## src/rtl/rv_pkg.sv

```systemverilog
// rv_pkg: shared sizes and types for the fetch window
package rv_pkg;
    localparam int BUF_DEPTH  = 8;
    localparam int WIN_HALVES = 4;

    typedef logic [15:0] half_t;

    typedef enum logic {
        STREAM = 1'b0,
        FILL   = 1'b1
    } fetch_state_e;
endpackage

```

## src/rtl/rv_halfword_rotate.sv

```systemverilog
// rv_halfword_rotate: picks WIN_HALVES consecutive halfwords from a circular buffer starting at shift_i
module rv_halfword_rotate
    import rv_pkg::*;
(
    input  half_t [BUF_DEPTH-1:0]  entries_i,
    input  logic  [2:0]            shift_i,
    output half_t [WIN_HALVES-1:0] halves_o
);
    for (genvar i = 0; i < WIN_HALVES; i++) begin : g_rot
        logic [2:0] idx;
        assign idx         = shift_i + 3'(i);
        assign halves_o[i] = entries_i[idx];
    end
endmodule

```

## src/rtl/rv_fetch_window.sv

```systemverilog
// rv_fetch_window: halfword fetch buffer presenting a 4-halfword decode window at the head
module rv_fetch_window
    import rv_pkg::*;
#(
    parameter logic [63:0] RESET_PC = 64'h0
) (
    input  logic        clock,
    input  logic        reset,
    output logic [63:0] fetch_addr,
    input  logic        fetch_valid,
    input  logic [31:0] fetch_data,
    output logic        fetch_ready,
    output logic [63:0] window,
    output logic [2:0]  window_halves,
    output logic [63:0] window_pc,
    input  logic        consume_valid,
    input  logic [1:0]  consume_len_half_minus_one,
    input  logic        redirect_valid,
    input  logic [63:0] redirect_pc
);
    half_t [BUF_DEPTH-1:0] hw_q;
    logic [2:0]   head_q, head_d, tail_q, tail_d;
    logic [3:0]   occ_q, occ_d;
    logic [63:0]  pc_q, pc_d, addr_q, addr_d;
    fetch_state_e state_q, state_d;
    logic         skip_low, accept, consume_ok;
    logic [3:0]   n, add_n, sub_n;

    assign fetch_ready   = occ_q <= 4'd6;
    assign window_halves = occ_q[3] || occ_q[2] ? 3'd4 : occ_q[2:0];
    assign window_pc     = pc_q;
    assign fetch_addr    = addr_q;
    assign accept        = fetch_valid && fetch_ready && !redirect_valid;
    assign n             = {2'b00, consume_len_half_minus_one} + 4'd1;
    assign consume_ok    = consume_valid && !redirect_valid && n <= {1'b0, window_halves};
    assign add_n         = accept ? (skip_low ? 4'd1 : 4'd2) : 4'd0;
    assign sub_n         = consume_ok ? n : 4'd0;

    rv_halfword_rotate u_rotate (
        .entries_i (hw_q),
        .shift_i   (head_q),
        .halves_o  (window)
    );

    // FILL/STREAM state register
    always_ff @(posedge clock) begin
        if (reset) state_q <= STREAM;
        else       state_q <= state_d;
    end

    // A redirect picks the state from its halfword alignment; the first accepted word ends FILL
    always_comb begin
        state_d = redirect_valid ? (redirect_pc[1] ? FILL : STREAM) : accept ? STREAM : state_q;
    end

    // FILL means the upper halfword of the next word is the first one wanted
    always_comb begin
        skip_low = state_q == FILL;
    end

    // Next pointers, occupancy and PCs; a redirect flushes and drops same-cycle fetch/consume
    always_comb begin
        head_d = redirect_valid ? 3'd0 : head_q + sub_n[2:0];
        tail_d = redirect_valid ? 3'd0 : tail_q + add_n[2:0];
        occ_d  = redirect_valid ? 4'd0 : occ_q + add_n - sub_n;
        pc_d   = redirect_valid ? redirect_pc & ~64'h1 : pc_q + {59'd0, sub_n, 1'b0};
        addr_d = redirect_valid ? redirect_pc & ~64'h3 : addr_q + (accept ? 64'd4 : 64'd0);
    end

    // Control registers
    always_ff @(posedge clock) begin
        if (reset) begin
            head_q <= '0;
            tail_q <= '0;
            occ_q  <= '0;
            pc_q   <= RESET_PC;
            addr_q <= RESET_PC;
        end else begin
            head_q <= head_d;
            tail_q <= tail_d;
            occ_q  <= occ_d;
            pc_q   <= pc_d;
            addr_q <= addr_d;
        end
    end

    // Halfword storage is never reset; only occupancy says what is valid
    always_ff @(posedge clock) begin
        if (accept && skip_low) begin
            hw_q[tail_q] <= fetch_data[31:16];
        end else if (accept) begin
            hw_q[tail_q]        <= fetch_data[15:0];
            hw_q[tail_q + 3'd1] <= fetch_data[31:16];
        end
    end

    // Consuming more halfwords than the window holds is a decoder bug; the consume is ignored
    always_ff @(posedge clock) begin
        if (!reset && consume_valid && !redirect_valid)
            assert (n <= {1'b0, window_halves})
            else $warning("rv_fetch_window: consume of %0d halfwords with only %0d valid", n, window_halves);
    end
endmodule

```

## config.mk

```make
export PLATFORM = sky130hd
export DESIGN_NAME = rv_fetch_window
export DESIGN_NICKNAME = d
export VERILOG_FILES = /design/src/rtl/rv_pkg.sv /design/src/rtl/rv_halfword_rotate.sv /design/src/rtl/rv_fetch_window.sv
export SDC_FILE = /design/constraint.sdc
export NUM_CORES = 1
export LEC_CHECK = 0
export CAP_MARGIN = 20
export CORE_ASPECT_RATIO = 2
export CORE_UTILIZATION = 45
export CTS_CLUSTER_DIAMETER = 80
export DETAILED_ROUTE_END_ITERATION = 8
export PLACE_DENSITY_LB_ADDON = 0.1
export SKIP_CTS_REPAIR_TIMING = 1
export SLEW_MARGIN = 20
export SYNTH_ARGS = -nofsm -noshare
export SYNTH_HDL_FRONTEND = slang
export SYNTH_SLANG_ARGS = --single-unit
```

## constraint.sdc

```tcl
create_clock -name clock -period 5.1 [get_ports clock]
set_input_delay 1.02 -clock clock [delete_from_list [all_inputs] [get_ports clock]]
set_output_delay 1.02 -clock clock [all_outputs]
set_load 0.005 [all_outputs]
```

# ---- After elaboration in Yosys (flattened, before gate mapping)
# Index checks and enable logic that the tools add are counted.
dict set report classes {
  add_sub_neg 11
  magnitude_cmp 10
  mux 27
  reduce_logical 12
}
# op n
set ops {}
lappend ops {{bitwise mux 128 bit} 3}
lappend ops {{2-to-1 mux 128 bit} 2}
lappend ops {{binary-select mux 16 bit (select 3 bit)} 4}
lappend ops {{2-to-1 mux 64 bit} 2}
lappend ops {{demux 16 bit (select 3 bit)} 2}
lappend ops {{2-to-1 mux 16 bit} 6}
lappend ops {{adder 64 x 3 -> 64 bit} 1}
lappend ops {{adder 64 x 4 -> 64 bit} 1}
lappend ops {{< comparator 3 x 4 -> 1 bit (second input constant)} 6}
lappend ops {{2-to-1 mux 3 bit} 3}
lappend ops {{logical AND 1 bit} 7}
lappend ops {{adder 3 x 1 -> 3 bit (second input constant)} 2}
lappend ops {{adder 3 x 2 -> 3 bit (second input constant)} 2}
lappend ops {{>= comparator 3 x 1 -> 1 bit (second input constant)} 2}
lappend ops {{adder 4 x 2 -> 4 bit} 1}
lappend ops {{<= comparator 4 x 3 -> 1 bit (second input constant)} 1}
lappend ops {{2-to-1 mux 2 bit} 2}
lappend ops {{nonzero test 2 bit} 2}
lappend ops {{subtractor 4 x 3 -> 4 bit} 1}
lappend ops {{adder 2 x 1 -> 3 bit (second input constant)} 1}
lappend ops {{adder 3 x 2 -> 3 bit} 1}
lappend ops {{adder 3 bit} 1}
lappend ops {{<= comparator 3 bit} 1}
lappend ops {{2-to-1 mux 1 bit} 3}
lappend ops {{3 further kinds} 3}
dict set report totals {
  ff_bits 267
  in_bits 103
  out_inout_bits 196
}

# ---- Longest topological paths before layout
# Gate-level depths: netlist of run 1.
dict set report logic_depth {
  word_depth 8
  ltp_mapped 17
}

# ---- Hierarchy
# Synthesis of run 1 repeated with hierarchy kept, for this count alone.
dict set report unflattened {
  cells_unflattened 1660
  hier_area_um2 16711.0
}
# mod instances cells_each area_per_inst_um2
set modules_own_cells {}
lappend modules_own_cells {rv_fetch_window 1 1357 13586.8}
lappend modules_own_cells {rv_halfword_rotate 1 303 3124.2}

# ---- Least setup slack after synthesis of run 1
# OpenSTA, ideal clock, no wires.
dict set report synth_path {
  path_kind {input-to-reg}
  start {in consume_len_half_minus_one[0]}
  end {reg pc_q[61] (netlist: window_pc[61])}
  setup_time_ps 120
  arrival_ps 4536
  path_slack_ps 444
  cell_stages 16
  path_buffers 2
  cell_sequence {ha_1 -> ha_1 -> nor2b_1 -> o21ai_0 -> a32oi_1 -> nor3_1 -> ha_1 -> inv_1 -> fa_1 -> nor2b_1 -> o2111ai_1 -> or3_1 -> buf_2 -> buf_2 -> o31a_1 -> o31a_1}
}
dict set report synth_between {
  elab_chain_len 6
}
# element line_no
set synth_rtl {}
lappend synth_rtl {{start: declaration} rv_fetch_window.sv:17} ;# input logic [1:0] consume_len_half_minus_one,
lappend synth_rtl {{adder 2 x 1 -> 3 bit (*)} rv_fetch_window.sv:34} ;# assign n = {2'b00, consume_len_half_minus_one} + 4'd1;
lappend synth_rtl {{<= comparator 3 bit} rv_fetch_window.sv:35} ;# assign consume_ok = consume_valid && !redirect_valid && n <= {1'b0, window_halves};
lappend synth_rtl {{logical AND 1 bit} rv_fetch_window.sv:35}
lappend synth_rtl {{2-to-1 mux 3 bit (*)} rv_fetch_window.sv:37} ;# assign sub_n = consume_ok ? n : 4'd0;
lappend synth_rtl {{adder 64 x 4 -> 64 bit (*)} rv_fetch_window.sv:66} ;# pc_d = redirect_valid ? redirect_pc & ~64'h1 : pc_q + {59'd0, sub_n, 1'b0};
lappend synth_rtl {{2-to-1 mux 64 bit (*)} rv_fetch_window.sv:66}
lappend synth_rtl {{end signal: assignment} rv_fetch_window.sv:82} ;# pc_q <= pc_d;
lappend synth_rtl {{end: declaration} rv_fetch_window.sv:24} ;# logic [63:0] pc_q, pc_d, addr_q, addr_d;
# Mark *: on every way between the ends. The rest lies on a longest branch, timed or not.
# A chain may end at the register's enable or synchronous reset.

# ---- Worst setup path after layout of run 1
dict set report layout_path {
  start {in consume_len_half_minus_one[0]}
  end {reg pc_q[49] (netlist: window_pc[49])}
}
# Same word-level chain as after synthesis.

==> impl_metrics.json, run 1 <==
{
  "max_freq_mhz": 218,
  "timing_hold_violations_final": 0,
  "drt_iter0_drc": 853,
  "path_buf_inv": 4,
  "ys.flop_type": "dfxtp_1",
  "finalCritPeriodShare_pct": 89.9,
  "cpLargestDelayFamily": "adder cells",
  "crit_arrival_ps": 5010,
  "drc_errors": 0,
  "antenna_found_initial": 0,
  "fin_cells": 2341,
  "root_buffer": "clkbuf_16",
  "die_h_um": 272,
  "clkLatencyLatePin_ps": 540,
  "netlist_instances": 1618,
  "dp.cells": 2295,
  "grt_use_total_pct": 31.5,
  "cp_slowest_stage_delay_ps": 440,
  "powerDensity_nw_per_um2": 265,
  "slew_headroom_pct": 23.6,
  "synth_area_per_cell_um2": 10.2,
  "dieArea_um2": 37400,
  "antenna_left": 0,
  "cp_cell_sequence": "clkdlybuf4s50_1 > ha_1 > ha_1 > nor2b_1 > o21ai_0 > a32oi_1 > nor3_1 > ha_1 > inv_1 > fa_1 > nor2b_1 > buf_4 > o2111ai_1 > or3_1 > buf_4 > o31a_1 > o31a_1",
  "gr-total-overflow": 0,
  "path_common_cell": "ha_1",
  "synth_edf_count": 128,
  "ys_seq_area_share_pct": 39.9,
  "dpl-instance-area_um2": 20000,
  "critPathCaptureType": "register",
  "cts_max_level": 1,
  "cp_max_fo": 14,
  "gp_congestion": 0.929,
  "die_w_um": 137,
  "synth_area_um2": 16500,
  "cap_violations": 0,
  "synth_cell_types": 57,
  "skew_ps": 10.4,
  "wl_per_cell_um": 25.1,
  "path_class": "input port to register",
  "final_area_um2": 20800,
  "hp-class": "register to register",
  "wirelength_mm": 58.8,
  "rows": 98,
  "drv_slew": 0,
  "nFillCells": 3210,
  "slowest_stage": "clkdlybuf4s50_1",
  "nets": 1999,
  "r2r_slack_ps": 1020,
  "grt_first_pass_wirelength_mm": 86.7,
  "worstPathRequired_ps": 5530,
  "period_minus_slack_ps": 4580,
  "async_flop_share_pct": 0,
  "outcome": "finished, final reports clean",
  "setup_viol": 0,
  "clkSlewWorstSetupHoldPaths_ps": 70,
  "diodes": 0,
  "hpwl_mm": 42.6,
  "p_leak_nw": 7.09,
  "syn_to_final_growth_pct": 26.5,
  "viasPerCell": 6.20,
  "grt_pass1_vias": 14700,
  "portBuffers": 294,
  "numCtsBuffers": 25,
  "rsz0062_at_grt": "false",
  "drive_gt1_share_pct": 16.6,
  "ir_drop_mv": 0.244,
  "clockBufferDepth": 3,
  "tightest_slew_ps": 1140,
  "ys_warn_count": 0,
  "ys_ff_latch": 264,
  "grt_max_degree": 89,
  "initial_core_util_pct": 45.8,
  "vias": 14500,
  "startpoint_type": "input port",
  "cts_tree": "done",
  "io-pin-count": 299,
  "firstDrtPassIters": 5,
  "coreArea_um2": 35900,
  "clock-sinks": 264
}
[layout by cell type, fill, tap and decap left out, types with 6 or more instances in the layout]
cell type	count
inv_1	82
clkdlybuf4s50_1	292
a31oi_1	10
and4_1	15
ha_1	19
nand3_1	53
nand4_1	58
a21oi_1	68
mux4_2	64
xnor2_1	41
edfxtp_1	128
o31a_1	58
and2_1	13
or3_1	10
buf_4	51
o21a_1	18
nor2_1	57
a211oi_1	11
nor3_1	37
or2_2	7
nor2b_1	6
and3_1	18
o21ai_0	72
nor4_1	36
o31ai_1	6
mux2i_1	20
a21boi_0	46
o2bb2ai_1	64
o21bai_1	9
nand2_1	126
xor2_1	26
mux2_2	128
dfxtp_1	134
clkbuf_16	25
[routing by layer]
layer  global-route usage [%]  share of wire [%]
met1                     29.4                 31
met5                        0                  0
met2                     60.3                 55
met3                     5.16                6.1
met4                     21.7                7.2
[synthesized netlist by cell type (59+ instances only)]
cell / instances / share of area, %
o2bb2ai_1: 64 / 3.4
mux2_2: 128 / 8.8
edfxtp_1: 128 / 23
dfxtp_1: 136 / 17
inv_1: 83 / 1.9
clkbuf_1: 99 / 2.3
nor2_1: 59 / 1.3
o21ai_0: 72 / 2.2
nand2_1: 126 / 2.9
mux4_2: 64 / 8.8
a21oi_1: 68 / 2.1
[logic make-up (layout without fill, tap and decap cells)]
family	count (synthesis)	in the layout	share of synthesized area [%]
buffers and inverters	207	478	4.87
DFF	264	264	39.9
and+or+nand+nor	461	461	14.6
other	1	3	0.0228
adders and majority gates	24	24	2.05
AOI/OAI and AO/OA	380	380	16.1
muxes	212	212	18.7
xor gates and xnor gates	69	69	3.67
[sequential cells by signal (all words and copies together) (netlist names)]
register    count
fetch_addr     62
hw_q          128
skip_low        1
tail_q          3
head_q          3
window_pc      63
occ_q           4
[worst paths after layout]
kind,to,cells past startpoint,start
setup reg to reg,window_pc[49],17,occ_q[3]
hold reg to reg,skip_low,2,skip_low
setup / recovery,window_pc[49],17,consume_len_half_minus_one[0]
hold / removal,skip_low,2,skip_low
[report_power, final]
part / switching, W / internal [W]
combinational: 0.000470 / 0.000580
clock: 0.000879 / 0.00112
sequential: 0.000139 / 0.00233
[layout make-up]
cell class	count	area, µm²	area share, %
Clock inverter	15	165	0.793
Timing Repair Buffer	346	3350	16.1
Clock buffer	31	688	3.31
Inverter	86	323	1.55
Multi-Input combinational cell	1149	9160	44.0
Tap cell	450	563	2.70
Sequential cell	264	6570	31.6
[through the flow]
stage | total power, W | utilization (%) | hold WS [ps] | setup TNS (ps) | setup WS (ps)
2_1_floorplan | 0.00299 | - | 448 | 0 | 444
3_3_place_gp | 0.00353 | 55.6 | 463 | 0 | 27.1
3_5_place_dp | 0.00356 | 55.6 | 471 | -46.6 | -24.4
4_1_cts | 0.00555 | 57.9 | 481 | 0 | 543
5_1_grt | 0.00572 | 57.9 | 506 | 0 | 270
6_report | 0.00551 | 57.9 | 477 | 0 | 516
[worst reg2reg max path, stage by stage (launching register included)]
cell and delay, ps:
dfxtp_1 350, nor2_1 260, nand2_1 120, ha_1 320, nor2b_1 130, o21ai_0 140, a32oi_1 110, nor3_1 240
ha_1 250, inv_1 70, fa_1 380, nor2b_1 120, buf_4 170, o2111ai_1 170, or3_1 390, buf_4 210
o31a_1 320, o31a_1 230
Power figures use the tool's default switching activity.
==> run 2, diff against run 1 <==
SETUP_SLACK_MARGIN = 0.5   (was unset)
SLEW_MARGIN = unset   (was 20)
==> impl_metrics.json, run 2 (synthesized netlist as in run 1, its figures left out) <==
{
  "cts_max_level": 1,
  "ff2ff_path_depth": 16,
  "p_seq_share_pct": 45.7,
  "drv_slew": 0,
  "switchingPower_w": 0.00144,
  "powerDensity_nw_per_um2": 259,
  "vias": 14500,
  "numCtsBuffers": 25,
  "nFillCells": 3159,
  "final_cell_mix": "292 x clkdlybuf4s50_1, 134 x dfxtp_1, 128 x mux2_2, 128 x edfxtp_1, 126 x nand2_1",
  "drt_iter0_drc": 927,
  "drc_errors": 0,
  "mostFrequentLayoutCell": "clkdlybuf4s50_1",
  "viasPerCell": 6.20,
  "top_register": "hw_q",
  "fin_cells": 2342,
  "nets": 2002,
  "antenna_found_initial": 0,
  "die_h_um": 272,
  "grt_first_pass_wirelength_mm": 86.2,
  "max_freq_mhz": 226,
  "cts_tree": "done",
  "cp_slowest_stage_delay_ps": 420,
  "setup_viol": 0,
  "wirelength_mm": 58.7,
  "firstDrtPassIters": 5,
  "met2_length_mm": 32.2,
  "p_comb_share_pct": 19.5,
  "die_w_um": 137,
  "cap_violations": 0,
  "crit_path_end": "window_pc[49]",
  "dieArea_um2": 37400,
  "wl_per_cell_um": 25.1,
  "crit_arrival_ps": 4850,
  "cp_max_fo": 14,
  "antenna_left": 0,
  "io-pin-count": 299,
  "clkPwrFrac_pct": 34.8,
  "root_buffer": "clkbuf_16",
  "grt_pass1_vias": 14700,
  "min_from": "skip_low",
  "dr_wl_met3_mm": 3.83,
  "startpoint_type": "input port",
  "period_minus_slack_ps": 4430,
  "critPathCaptureType": "register",
  "rows": 98,
  "slew_headroom_pct": 26.2,
  "internal_power_w": 0.00395,
  "hpwl_mm": 42.2,
  "gr-total-overflow": 0,
  "wl_met1_mm": 18.3,
  "whs_ps": 504,
  "clock-sinks": 264,
  "syn_to_final_growth_pct": 26.3,
  "clkSlewWorstSetupHoldPaths_ps": 70,
  "r2r-end": "window_pc[49]",
  "grt_use_total_pct": 31.4,
  "worstPathRequired_ps": 5520,
  "finalCritPeriodShare_pct": 86.8,
  "dp.cells": 2296,
  "grt_max_degree": 97,
  "final_util_pct": 57.9,
  "cp_cell_sequence": "clkdlybuf4s50_1 > ha_1 > ha_1 > nor2b_1 > o21ai_0 > a32oi_1 > nor3_2 > ha_2 > inv_1 > fa_2 > nor2b_4 > o2111ai_2 > or3_1 > buf_4 > o31a_1 > o31a_1",
  "hp-class": "register to register",
  "rsz0062_at_grt": "true",
  "portBuffers": 294,
  "crit_start": "consume_len_half_minus_one[0]",
  "timing_hold_violations_final": 0,
  "skew_ps": 13.4,
  "path_class": "input port to register",
  "gp_congestion": 0.926,
  "drive_gt1_share_pct": 16.6,
  "coreArea_um2": 35900,
  "diodes": 0,
  "clockBufferDepth": 3,
  "slowest_stage": "clkdlybuf4s50_1",
  "tightest_slew_ps": 1100,
  "largest_reg_flops": 128,
  "initial_core_util_pct": 45.8,
  "p_leak_nw": 7.05,
  "clkLatencyLatePin_ps": 530,
  "ir_drop_mv": 0.267,
  "switching_share_pct": 26.7,
  "top_layer_used": "met4",
  "outcome": "finished, final reports clean",
  "r2r_slack_ps": 1160,
  "rr_startpoint": "occ_q[3]"
}
==> run 2: worst max-delay path: cells and delay by family <==
kind | cells | cell delay (ps)
AND/OR/NAND/NOR | 4 | 970
buffers and inverters | 3 | 680
adder cells (fa/ha/maj) | 4 | 1200
AO/OA/AOI/OAI | 5 | 970
==> run 2: area by class of cell <==
class / instances / area [µm²] / area share [%]
clock inverter: 18 / 161 / 0.776
clock buffer: 26 / 629 / 3.03
inverter: 86 / 327 / 1.57
sequential: 264 / 6570 / 31.6
multi-input combinational: 1149 / 9180 / 44.1
tap: 450 / 563 / 2.71
timing repair buffer: 349 / 3360 / 16.2
==> run 2: metrics by stage <==
stage	area (µm²)	power, W	setup TNS, ps	setup slack, ps
floorplan	16500	0.00299	0	512
global placement	20000	0.00353	0	32.2
detailed placement	20000	0.00355	-270	-56.0
CTS	20700	0.00543	0	403
global route	20800	0.00560	0	460
finish	20800	0.00539	0	673
==> run 2: layer usage <==
| metal | up-vias | GRT usage, % |
|---|---|---|
| met2 | 667 | 59.9 |
| met5 | - | 0 |
| met1 | 6976 | 28.8 |
| met3 | 214 | 6.05 |
| met4 | 0 | 21.5 |
| li1 | 6674 | - |
==> run 2: power groups by stage <==
stage               Sequential (W)  Clock, W  Combinational, W
CTS                        0.00246   0.00191           0.00105
detailed placement         0.00251         0           0.00105
floorplan                  0.00247         0          0.000521
finish                     0.00246   0.00188           0.00105
global route               0.00248   0.00199           0.00113
global placement           0.00250         0           0.00103
==> run 2: worst min-delay path by stage <==
stage | endpoint | cells past startpoint | slack [ps]
floorplan | skip_low | 2 | 450
global placement | skip_low | 2 | 500
detailed placement | skip_low | 2 | 500
CTS | skip_low | 2 | 510
global route | skip_low | 2 | 530
finish | skip_low | 2 | 500
